<file path="src/rtl/dmem_port_arbiter.sv">
// Two-port arbiter for the single data-memory port: fixed priority to port 0, starvation guard for port 1.
// Optional grant/conflict performance counters are enabled with `define DMEM_ARB_PERF_EN.
module dmem_port_arbiter #(
  parameter int WIDTH        = 64,
  parameter int AW           = 64,
  parameter int STARVE_LIMIT = 4
) (
  input  logic             clock,
  input  logic             reset,
  input  logic             req0,
  input  logic [AW-1:0]    addr0,
  input  logic [WIDTH-1:0] wdata0,
  input  logic             word_we0,
  input  logic             byte_we0,
  output logic             gnt0,
  output logic             rvalid0,
  output logic [WIDTH-1:0] rdata0,
  input  logic             req1,
  input  logic [AW-1:0]    addr1,
  input  logic [WIDTH-1:0] wdata1,
  input  logic             word_we1,
  input  logic             byte_we1,
  output logic             gnt1,
  output logic             rvalid1,
  output logic [WIDTH-1:0] rdata1,
  output logic [AW-1:0]    mem_addr,
  output logic [WIDTH-1:0] mem_wdata,
  output logic             mem_word_we,
  output logic             mem_byte_we,
  input  logic [WIDTH-1:0] mem_rdata
`ifdef DMEM_ARB_PERF_EN
  ,
  output logic [31:0]      perf_gnt0,
  output logic [31:0]      perf_gnt1,
  output logic [31:0]      perf_conflict
`endif
);

  localparam logic [3:0] LIMIT = 4'(STARVE_LIMIT);

  function automatic logic [3:0] sat_inc(input logic [3:0] v);
    return (v == 4'hF) ? v : v + 4'd1;
  endfunction

  function automatic logic [AW-1:0] align8(input logic [AW-1:0] a);
    return {a[AW-1:3], 3'b000};
  endfunction

  logic [3:0]       starve_cnt;
  logic             win0_p0, win1_p0;
  logic             rd0_p0, rd1_p0;
  logic             vld0_p1, vld1_p1;
  logic [WIDTH-1:0] rdata0_p1, rdata1_p1;

  // Stage p0: combinational decision and memory-side drive; reset blocks every grant
  assign win1_p0 = !reset && req1 && (!req0 || (starve_cnt >= LIMIT));
  assign win0_p0 = !reset && req0 && !win1_p0;
  assign gnt0    = win0_p0;
  assign gnt1    = win1_p0;
  assign rd0_p0  = win0_p0 && !word_we0 && !byte_we0;
  assign rd1_p0  = win1_p0 && !word_we1 && !byte_we1;

  always_comb begin
    mem_addr    = '0;
    mem_wdata   = '0;
    mem_word_we = 1'b0;
    mem_byte_we = 1'b0;
    if (win1_p0) begin
      mem_addr    = align8(addr1);
      mem_wdata   = wdata1;
      mem_word_we = word_we1;
      mem_byte_we = byte_we1 && !word_we1;
    end else if (win0_p0) begin
      mem_addr    = align8(addr0);
      mem_wdata   = wdata0;
      mem_word_we = word_we0;
      mem_byte_we = byte_we0 && !word_we0;
    end
  end

  always_ff @(posedge clock) begin
    if (reset) begin
      starve_cnt <= 4'd0;
      vld0_p1    <= 1'b0;
      vld1_p1    <= 1'b0;
      rdata0_p1  <= '0;
      rdata1_p1  <= '0;
    end else begin
      if (!req1 || win1_p0) starve_cnt <= 4'd0;
      else                  starve_cnt <= sat_inc(starve_cnt);
      vld0_p1 <= rd0_p0;
      vld1_p1 <= rd1_p0;
      if (rd0_p0) rdata0_p1 <= mem_rdata;
      if (rd1_p0) rdata1_p1 <= mem_rdata;
    end
  end

  // Stage p1: response registers; masked while reset is high so a read caught by reset is dropped
  assign rvalid0 = vld0_p1 && !reset;
  assign rvalid1 = vld1_p1 && !reset;
  assign rdata0  = reset ? '0 : rdata0_p1;
  assign rdata1  = reset ? '0 : rdata1_p1;

`ifdef DMEM_ARB_PERF_EN
  always_ff @(posedge clock) begin
    if (reset) begin
      perf_gnt0     <= 32'd0;
      perf_gnt1     <= 32'd0;
      perf_conflict <= 32'd0;
    end else begin
      if (win0_p0)       perf_gnt0     <= perf_gnt0 + 32'd1;
      if (win1_p0)       perf_gnt1     <= perf_gnt1 + 32'd1;
      if (req0 && req1)  perf_conflict <= perf_conflict + 32'd1;
    end
  end
`endif

endmodule
</file>
<file path="config.mk">
export PLATFORM = sky130hd
export DESIGN_NAME = dmem_port_arbiter
export DESIGN_NICKNAME = d
export VERILOG_FILES = /design/src/rtl/dmem_port_arbiter.sv
export SDC_FILE = /design/constraint.sdc
export NUM_CORES = 1
export LEC_CHECK = 0
export CORE_AREA = 4 4 230 232
export DETAILED_ROUTE_END_ITERATION = 6
export DIE_AREA = 0 0 234 236
export PLACE_DENSITY = 0.49
export SYNTH_ARGS = -nofsm -noshare
export SYNTH_HDL_FRONTEND = slang
export SYNTH_SLANG_ARGS = --single-unit
export TNS_END_PERCENT = 10
</file>
<file path="constraint.sdc">
create_clock -name clock -period 1.93 [get_ports clock]
set_input_delay 0.193 -clock clock [delete_from_list [all_inputs] [get_ports clock]]
set_output_delay 0.193 -clock clock [all_outputs]
set_load 0.1 [all_outputs]
</file>
# [Word-level counts from Yosys, hierarchy flattened]
# Index checks and enable logic that the tools add are counted.
[totals] reg_bits=134 latchBits=0 ramBits=0 rom_bits=0 in_bits=328 out_inout_bits=262 memories=0
[op_classes] add_sub_neg=1 multipliers=0 div=0 n_lt_le_gt_ge=1 n_eq_ne=1 shifts=0 muxes=10 bitwise=0 n_reduce_logical=23
[op_table] op="two-way mux 64 bit" n=6
[op_table] op="logical AND 1 bit" n=12
[op_table] op="logical NOT 1 bit" n=8
[op_table] op="adder 4 x 1 -> 4 bit (second input constant)" n=1
[op_table] op="== test 4 bit (second input constant)" n=1
[op_table] op="greater-or-equal comparator 4 x 3 -> 1 bit (second input constant)" n=1
[op_table] op="two-way mux 1 bit" n=4
[op_table] op="logical OR 1 bit" n=2
[op_table] op="OR reduction 2 bit" n=1

# [Depth between registers and ports, before layout]
# Gate-level depths: netlist (run 1).
[logic_depth] depth_word=7 depth_mapped=6 mapped_depth_nobuf=3

# [Least setup slack after synthesis (run 1)]
# No wires, ideal clock.
[synth_path] path_type="reg-to-output" startpoint="register starve_cnt[3]" endpoint="output port mem_word_we" t_arrival_ps=2999 required_ps=1737 setup_slack_ps=-1262 path_stages_with_launch=6 path_buffers=2 cell_sequence="dfxtp_1 -> nor2_1 -> a21oi_1 -> clkbuf_1 -> buf_2 -> mux2i_1"
[synth_via] elab_chain_len=7
[synth_rtl] element="start, declared" line="49" source="logic [3:0] starve_cnt;"
[synth_rtl] element="start signal, assigned" line="90" source="else starve_cnt <= sat_inc(starve_cnt);"
[synth_rtl] element="greater-or-equal comparator 4 x 3 -> 1 bit (*)" line="56" source="assign win1_p0 = !reset && req1 && (!req0 || (starve_cnt >= LIMIT));"
[synth_rtl] element="logical OR 1 bit (*)" line="56"
[synth_rtl] element="logical AND 1 bit (*)" line="56"
[synth_rtl] element="named net gnt1" line="23" source="output logic gnt1,"
[synth_rtl] element="logical NOT 1 bit" line="57" source="assign win0_p0 = !reset && req0 && !win1_p0;"
[synth_rtl] element="logical AND 1 bit" line="57"
[synth_rtl] element="two-way mux 1 bit" line="73" source="end else if (win0_p0) begin"
[synth_rtl] element="two-way mux 1 bit (*)" line="68" source="if (win1_p0) begin"
[synth_rtl] element="end, declared" line="28" source="output logic mem_word_we,"
# The timed path passes the listed nets; every way through them passes the cells marked *.

# [Worst setup path after layout (run 1)]
[layout_path] startpoint="input port req0" endpoint="output port mem_addr[55]"
[layout_via] elab_chain_len=7 word_cells_on_any_way=8 cone_classes="2 x mux; 6 x reduce/logical"
[layout_rtl] element="start, declared" line="10" source="input logic req0,"
[layout_rtl] element="logical NOT 1 bit" line="56"
[layout_rtl] element="logical OR 1 bit" line="56"
[layout_rtl] element="logical AND 1 bit" line="56"
[layout_rtl] element="logical NOT 1 bit" line="57"
[layout_rtl] element="logical AND 1 bit" line="57"
[layout_rtl] element="two-way mux 64 bit" line="73"
[layout_rtl] element="two-way mux 64 bit (*)" line="68"
[layout_rtl] element="end, declared" line="26" source="output logic [AW-1:0] mem_addr,"
# Every way passes the cells marked *; elsewhere a longest branch is shown, timed or not.

==> run metrics, run 1 <==
outcome complete, but fails checks; failing checks negative setup slack; initial antenna violation count 20; hold_ws 0.387 ns; Placer Congestion 0.954; RSZ-0062 raised after global routing yes; sw frac 0.369; first-pass GRT wire length 58300 um; CP Capture Type primary output; H-tree Lvls 4; CTS tree built; Slowest-stage cell, CP clkdlybuf4s50_1; Total GRT Usage 0.151; Pleak 7.33 nW; P&R area growth vs syn 165%; top cell type's share of synthesized area 0.404; Initial Util 0.130; wire length on met1 17800 um; CP Launch Type input pin; R2R cell count 6; row count 83; Synth area leaders dfxtp_1 (40%), a22o_1 (16%), mux2_2 (13%); WP buf/inv 5; Routed met3 length 5930 um; Tmin final 2.06 ns; vias per cell 3.85; hold path depth 5; maximum clock path buffer count 2; total power 10.4 mW; CTS clock-pin slew for the worst setup and hold paths 0.06 ns; DRT iter0 DRCs 344; internal power 6.57 mW; Num CTS Buffers 17; Port Buffer Count 580; clk_lat worst skew 0.43 ns; Final Worst Setup Slack -0.133 ns; CP Data Required Time 1.74 ns; filler cell count 4969; combinational share of power 0.423; die area 55200 um2; Worst VDD drop 0.000483 V; Achievable Freq 0.485 GHz; Final Slew Violations 0; TritonRoute pass-1 iters 4; YS warnings 0; Hold Path Class in2reg; Nets 1521; Max Cap Viol 0; Hold Violations, Final 0; # IOs 590; Yosys cell types 24; Cell Area, Synth 6650 um2; share of cells above drive strength 1 0.462; DRC viols 0; DRT antenna net count 0; Register Area 2690 um2; CP cell instances clkdlybuf4s50_1, nor2b_1, and2_4, buf_12, buf_8, buf_16, a22o_1, buf_12; Routed WL per cell 23.7 um; vias 7292; Yosys reg bits 134; met2 WL post-DR 20000 um; core area 51000 um2; Root Buffer Master clkbuf_16; dpl hpwl 37200 um; Seq pwr share 0.275; Avg Cell Area, Syn 11.1 um2; CP Class in2out; Worst-Margin Slew 0.721 ns; most frequent cells in the layout clkdlybuf4s50_1 (320), buf_12 (270), nor2b_1 (133), dfxtp_1 (132), mux2_2 (79); Worst path depth 8; CP delay by family, top buffers and inverters; routed wire length 44900 um; post-synth top area cell dfxtp_1; clk sink count 134; Max Fanout on Critical Path 8; vias in the first global route 7041; largest net degree at the start of global routing 131; gr ovfl total 0; Post-Synthesis Cells 598; Clk pwr share 0.302; register area share after synthesis 0.404; Tcrit/Tclk final 1.07; reg-to-reg setup timing slack 0 ns; leading cell type in the layout, fill and taps excluded clkdlybuf4s50_1; DR top layer met5; Final setup viols 126; Switch Pwr 3.85 mW; chip width 234 um; Critical Path Most Common Cell buf_12; Multi-input gate area 4400 um2; Slew HR 0.519; PD cells 591 nW/um2; clk_skew 0.0129 ns; Data arrival, critical path 1.87 ns; CP max stage delay 0.52 ns; Die Height 236 um
timing repair:
action / in CTS / in global routing
setup endpoints to repair: 128 / 128
pin swaps: 18 / 20
setup buffers: 9 / 3
gates cloned: 3 / 2
hold buffers: 0 / 0
gates resized for setup: 50 / 49
registers in the layout (all words and copies together), names as in the netlist:
| signal | count |
|---|---|
| rdata0_p1 | 64 |
| rdata1_p1 | 64 |
| starve_cnt | 4 |
| vld0_p1 | 1 |
| vld1_p1 | 1 |
layer usage:
layer  vias to the layer above  GRT usage
met4                        18     0.0396
met5                         -          0
met3                        61     0.0655
li1                       3359          -
met1                      3471      0.196
met2                       383      0.231
power groups by stage:
stage	Clock (mW)	Combinational, mW	Sequential [mW]
after floorplan	0	2.18	2.92
after global placement	0	4.17	2.93
after detailed placement	0	4.18	2.93
after CTS	3.28	4.31	2.87
after global routing	3.37	4.51	2.87
final	3.14	4.41	2.86
layout make-up:
cell class,count,share of cell area
antenna,9,0.00128
clock buffer,19,0.0251
clock inverter,13,0.00696
inverter,3,0.000639
multi-input combinational,405,0.250
sequential,134,0.153
tap,680,0.0483
timing repair buffer,631,0.516
metrics by stage:
stage / utilization / TNS, ns / instances / worst slack, ns / area, um2
floorplan: - / -87.75 / 601 / -0.429 / 6750
global placement: 0.316 / -21.28 / 1838 / -0.169 / 16100
detailed placement: 0.316 / -16.49 / 1838 / -0.159 / 16100
CTS: 0.336 / -14.61 / 1881 / -0.156 / 17100
global route: 0.345 / -18.37 / 1886 / -0.206 / 17600
finish: 0.345 / -8.81 / 1894 / -0.133 / 17600
cells by family after synthesis:
kind of cell | share of synthesized area
and+or+nand+nor | 0.132
muxes | 0.246
adders and majority gates | 0.00188
other | 0.000564
DFF | 0.404
buffers and inverters | 0.0461
AOI/OAI and AO/OA | 0.169
tightest hold or removal path, cell delays in order:
cell	delay (ns)
buf_4	0.11
nor2b_1	0.06
buf_4	0.14
nand3_4	0.13
mux2_2	0.16
synthesized netlist by cell type:
master    instances
a2111o_1          1
a21oi_1           1
a22o_1          125
a32o_1            1
and2_1            3
and3_1            1
buf_1             3
buf_2            14
buf_4             3
buf_6             6
clkbuf_1         33
conb_1            1
dfxtp_1         134
ha_1              1
inv_1             3
mux2_2           79
mux2_4           49
mux2i_1           1
nand2_1           1
nand2b_1          1
nand3_1           1
nor2_1            2
nor2b_1         133
o21ai_0           1
final timing paths:
check / to / start
worst max-delay path: mem_addr[55] / req0
worst max register to register: rdata1_p1[20] / starve_cnt[2]
worst min-delay path: rdata0_p1[17] / reset
worst min register to register: starve_cnt[0] / starve_cnt[0]
No activity file was read; power rests on OpenSTA's default activity.
==> run 2, diff against run 1 <==
CORE_AREA = 4 4 228 230   (was 4 4 230 232)
DIE_AREA = 0 0 232 234   (was 0 0 234 236)
PLACE_DENSITY = 0.51   (was 0.49)
clock period = 1.8 ns   (was 1.93 ns; I/O delays follow)
==> run metrics, run 2 (synthesis results as in run 1) <==
outcome complete, but fails checks; failing checks negative setup slack; share of cells above drive strength 1 0.479; combinational share of power 0.420; leading registers by flop count rdata0_p1: 64 flops, rdata1_p1: 64 flops, starve_cnt: 4 flops; DRT iter0 DRCs 218; chip width 232 um; hold path startpoint req1; vias 7190; dpl hpwl 35400 um; CP Data Required Time 1.62 ns; # IOs 590; Die Height 234 um; most frequent cells in the layout clkdlybuf4s50_1 (319), buf_12 (274), nor2b_1 (132), dfxtp_1 (132), a22o_4 (96); CP Capture Type primary output; Max Cap Viol 0; die area 54300 um2; row count 82; initial antenna violation count 22; Placer Congestion 0.802; maximum clock path buffer count 2; CTS tree built; Switch Pwr 4.16 mW; gr ovfl total 0; Data arrival, critical path 1.84 ns; DRT antenna net count 0; first-pass GRT wire length 56100 um; largest net degree at the start of global routing 129; Max Fanout on Critical Path 8; Clk pwr share 0.310; vias in the first global route 7202; vias per cell 3.81; clk sink count 134; launch point of the critical path starve_cnt[2]; Tcrit/Tclk final 1.12; Hold Path Class in2reg; Final Worst Setup Slack -0.216 ns; DRC viols 0; Final Slew Violations 0; clk_lat worst skew 0.43 ns; Num CTS Buffers 17; Port Buffer Count 580; routed wire length 43700 um; Nets 1520; Worst-Margin Slew 0.753 ns; CP Launch Type flip-flop; Final setup viols 128; H-tree Lvls 4; PD cells 636 nW/um2; Worst VDD drop 0.000395 V; leading cell type in the layout, fill and taps excluded clkdlybuf4s50_1; Tmin final 2.02 ns; RSZ-0062 raised after global routing yes; TritonRoute pass-1 iters 4; Hold Violations, Final 0; sw frac 0.365; CTS clock-pin slew for the worst setup and hold paths 0.06 ns; Worst R2R Start starve_cnt[3]; Seq pwr share 0.270; Slew HR 0.498; Root Buffer Master clkbuf_16; core area 49900 um2; worst slack at placement -0.245 ns; total power 11.4 mW; internal power 7.23 mW; Total GRT Usage 0.146; Final Util 0.359; Routed WL per cell 23.2 um; Pleak 7.48 nW; clk_skew 0.00870 ns; Achievable Freq 0.496 GHz; Initial Util 0.133; P&R area growth vs syn 170%; CP Class reg2out
[run 2: changes by cell type in the layout (fill, tap and decap cells not counted), sizes merged]
cell | before | now
buf | 309 | 305
and2 | 3 | 4
clkbuf | 21 | 22
dlymetal6s2s | 0 | 1
clkinv | 4 | 3
clkinvlp | 4 | 6
clkdlybuf4s50 | 320 | 319
diode | 9 | 10
inv | 7 | 6
bufinv | 1 | 2
[run 2: worst max-delay path: stages (launching register included)]
cell     delay (ns)
dfxtp_4        0.36
o21ai_4        0.16
and2_4         0.19
buf_12         0.17
buf_16         0.15
a22o_1         0.18
buf_12         0.18
[run 2: final cells by class]
cell class	count	area, um2
Multi-Input combinational cell	406	4580
Clock inverter	14	150
Tap cell	672	841
Inverter	3	11.3
Timing Repair Buffer	629	9180
Sequential cell	134	2690
Clock buffer	18	439
Antenna cell	10	25.0
Fill cell	4871	31900
[run 2: final timing paths]
path / end / slack, ns / cells after the start
worst max-delay path: mem_wdata[6] / -0.22 / 6
worst min-delay path: starve_cnt[0] / 0.29 / 3
worst max register to register: rdata1_p1[62] / 0.08 / 5
worst min register to register: starve_cnt[0] / 0.43 / 1
[run 2: through the flow]
| stage | setup TNS (ns) | cell area [um2] | instances | hold slack (ns) |
|---|---|---|---|---|
| 2_1_floorplan | -130.01 | 6760 | 601 | 0.323 |
| 3_3_place_gp | -33.24 | 16100 | 1829 | 0.406 |
| 3_5_place_dp | -31.35 | 16100 | 1829 | 0.414 |
| 4_1_cts | -27.11 | 17300 | 1871 | 0.323 |
| 5_1_grt | -30.50 | 17900 | 1879 | 0.282 |
| 6_report | -20.58 | 17900 | 1886 | 0.291 |
[run 2: power by group through the flow]
| stage | logic, mW | clock network, mW | registers (mW) |
|---|---|---|---|
| after global routing | 4.90 | 3.81 | 3.08 |
| after CTS | 4.65 | 3.71 | 3.07 |
| after floorplan | 2.34 | 0 | 3.13 |
| after global placement | 4.45 | 0 | 3.14 |
| after detailed placement | 4.47 | 0 | 3.14 |
| final | 4.79 | 3.53 | 3.07 |
[run 2: what timing repair did]
| item | in CTS | in global routing |
|---|---|---|
| pin swaps | 51 | 27 |
| setup endpoints to repair | 129 | 129 |
| cloned | 4 | 4 |
| setup buffers | 6 | 2 |
| gates resized for setup | 66 | 65 |
| hold buffers | 0 | 0 |
[run 2: routing by layer]
layer / GRT usage / vias to the layer above / wire [um]
li1: - / 3373 / -
met1: 0.165 / 3385 / 16000
met2: 0.248 / 369 / 21500
met3: 0.0726 / 53 / 5380
met4: 0.0340 / 10 / 731
met5: 0 / - / 75
==> run 3, diff against run 2 <==
RECOVER_POWER = 25   (was default)
==> run metrics, run 3 (synthesis results as in run 1) <==
Initial Util 0.133; Routed met3 length 5190 um; CP Capture Type primary output; leading registers by flop count rdata0_p1: 64 flops, rdata1_p1: 64 flops, starve_cnt: 4 flops; CP Data Required Time 1.62 ns; Worst-Margin Slew 0.898 ns; Port Buffer Count 580; initial antenna violation count 22; Hold Buf Count CTS 0; # IOs 590; sw frac 0.366; dpl hpwl 35400 um; PD cells 642 nW/um2; Slowest-stage cell, CP dfxtp_4; core area 49900 um2; Pleak 7.41 nW; Final Slew Violations 0; row count 82; Worst VDD drop 0.000394 V; Tmin final 2.01 ns; combinational share of power 0.419; die area 54300 um2; CP cell instances nor2_4, a21oi_4, buf_12, buf_12, a22o_1, buf_12; Final setup viols 128; DRT antenna net count 0; internal power 7.21 mW; P&R area growth vs syn 166%; CP Launch Type flip-flop; Hold Violations, Final 0; reg-to-reg setup timing slack 0.01 ns; DR top layer met5; Critical Path Most Common Cell buf_12; gr ovfl total 0; failing checks negative setup slack; Data arrival, critical path 1.83 ns; most frequent cells in the layout clkdlybuf4s50_1 (319), buf_12 (256), nor2b_1 (132), dfxtp_1 (132), a22o_4 (96); Placer Congestion 0.802; Switch Pwr 4.16 mW; RSZ-0062 raised after global routing yes; share of cells above drive strength 1 0.478; hold_ws 0.292 ns; Clk pwr share 0.311; Die Height 234 um; clk sink count 134; Tcrit/Tclk final 1.12; vias in the first global route 7202; Slew HR 0.401; vias 7215; outcome complete, but fails checks; maximum clock path buffer count 2; largest net degree at the start of global routing 129; Achievable Freq 0.497 GHz; Final Worst Setup Slack -0.212 ns; CTS tree built; Nets 1520; clk_lat worst skew 0.43 ns; DRC viols 0; Max Fanout on Critical Path 22; CP Class reg2out; first-pass GRT wire length 56100 um; wire length on met1 16100 um; chip width 232 um; filler cell count 4899; TritonRoute pass-1 iters 6; Max Cap Viol 0; placed inst area 16100 um2; routed wire length 43700 um; vias per cell 3.83; CP max stage delay 0.37 ns; Root Buffer Master clkbuf_16; Num CTS Buffers 17; cell area after layout 17700 um2; H-tree Lvls 4; leading cell type in the layout, fill and taps excluded clkdlybuf4s50_1; CTS clock-pin slew for the worst setup and hold paths 0.06 ns; clk_skew 0.0112 ns; met2 WL post-DR 21700 um; DRT iter0 DRCs 208; Routed WL per cell 23.2 um; Seq pwr share 0.270; Hold Path Class in2reg; Total GRT Usage 0.146
[run 3: cell types whose count changed in the layout (fill, tap and decap cells not counted), sizes merged]
cell    change
buf        -14
clkbuf     +14
[run 3: what timing repair did]
item | 4_1_cts | 5_1_grt
pin swaps | 51 | 27
cloned | 4 | 4
endpoints found under the hold margin | 0 | 0
gates resized for setup | 66 | 65
setup buffers | 6 | 2
setup endpoints to repair | 129 | 129
[run 3: metal layers]
layer  vias to the layer above  GRT usage
met1                      3423      0.165
met4                        10     0.0340
li1                       3373          -
met5                         -          0
met3                        46     0.0726
met2                       363      0.248
[run 3: critical path, delay by kind of cell, from the launching register on]
kind,cells,cell delay [ns]
AND/OR/NAND/NOR,1,0.05
buffers and inverters,3,0.56
flip-flops,1,0.37
AO/OA/AOI/OAI,2,0.40
[run 3: final cells by class]
cell class              count  area, um2  share of cell area
repair buffers            629       8950               0.506
multi-input cells         406       4580               0.259
clock inverters            14        150             0.00849
clock buffers              18        439              0.0248
well taps                 672        841              0.0475
flip-flops and latches    134       2690               0.152
diodes                     10       25.0             0.00141
inverters                   3       11.3            0.000637
[run 3: final timing paths]
| kind | cells after the start | start | to |
|---|---|---|---|
| max | 6 | starve_cnt[3] | mem_wdata[31] |
| max reg2reg | 6 | starve_cnt[2] | rdata0_p1[1] |
| min | 3 | req1 | starve_cnt[0] |
| min reg2reg | 1 | starve_cnt[0] | starve_cnt[0] |
[run 3: power groups by stage]
stage	Clock, mW	Combinational, mW	Sequential, mW
3_5_place_dp	0	4.47	3.14
5_1_grt	3.81	4.87	3.08
6_report	3.53	4.76	3.07
2_1_floorplan	0	2.34	3.13
3_3_place_gp	0	4.45	3.14
4_1_cts	3.71	4.65	3.07
[run 3: metrics by stage]
step	worst slack (ns)	TNS [ns]	utilization	total power, mW	std cells
floorplan	-0.546	-130.01	-	5.47	601
global placement	-0.245	-33.24	0.323	7.59	1829
detailed placement	-0.245	-31.35	0.323	7.61	1829
CTS	-0.262	-27.11	0.347	11.4	1871
global route	-0.287	-37.33	0.354	11.8	1879
finish	-0.212	-20.44	0.355	11.4	1886
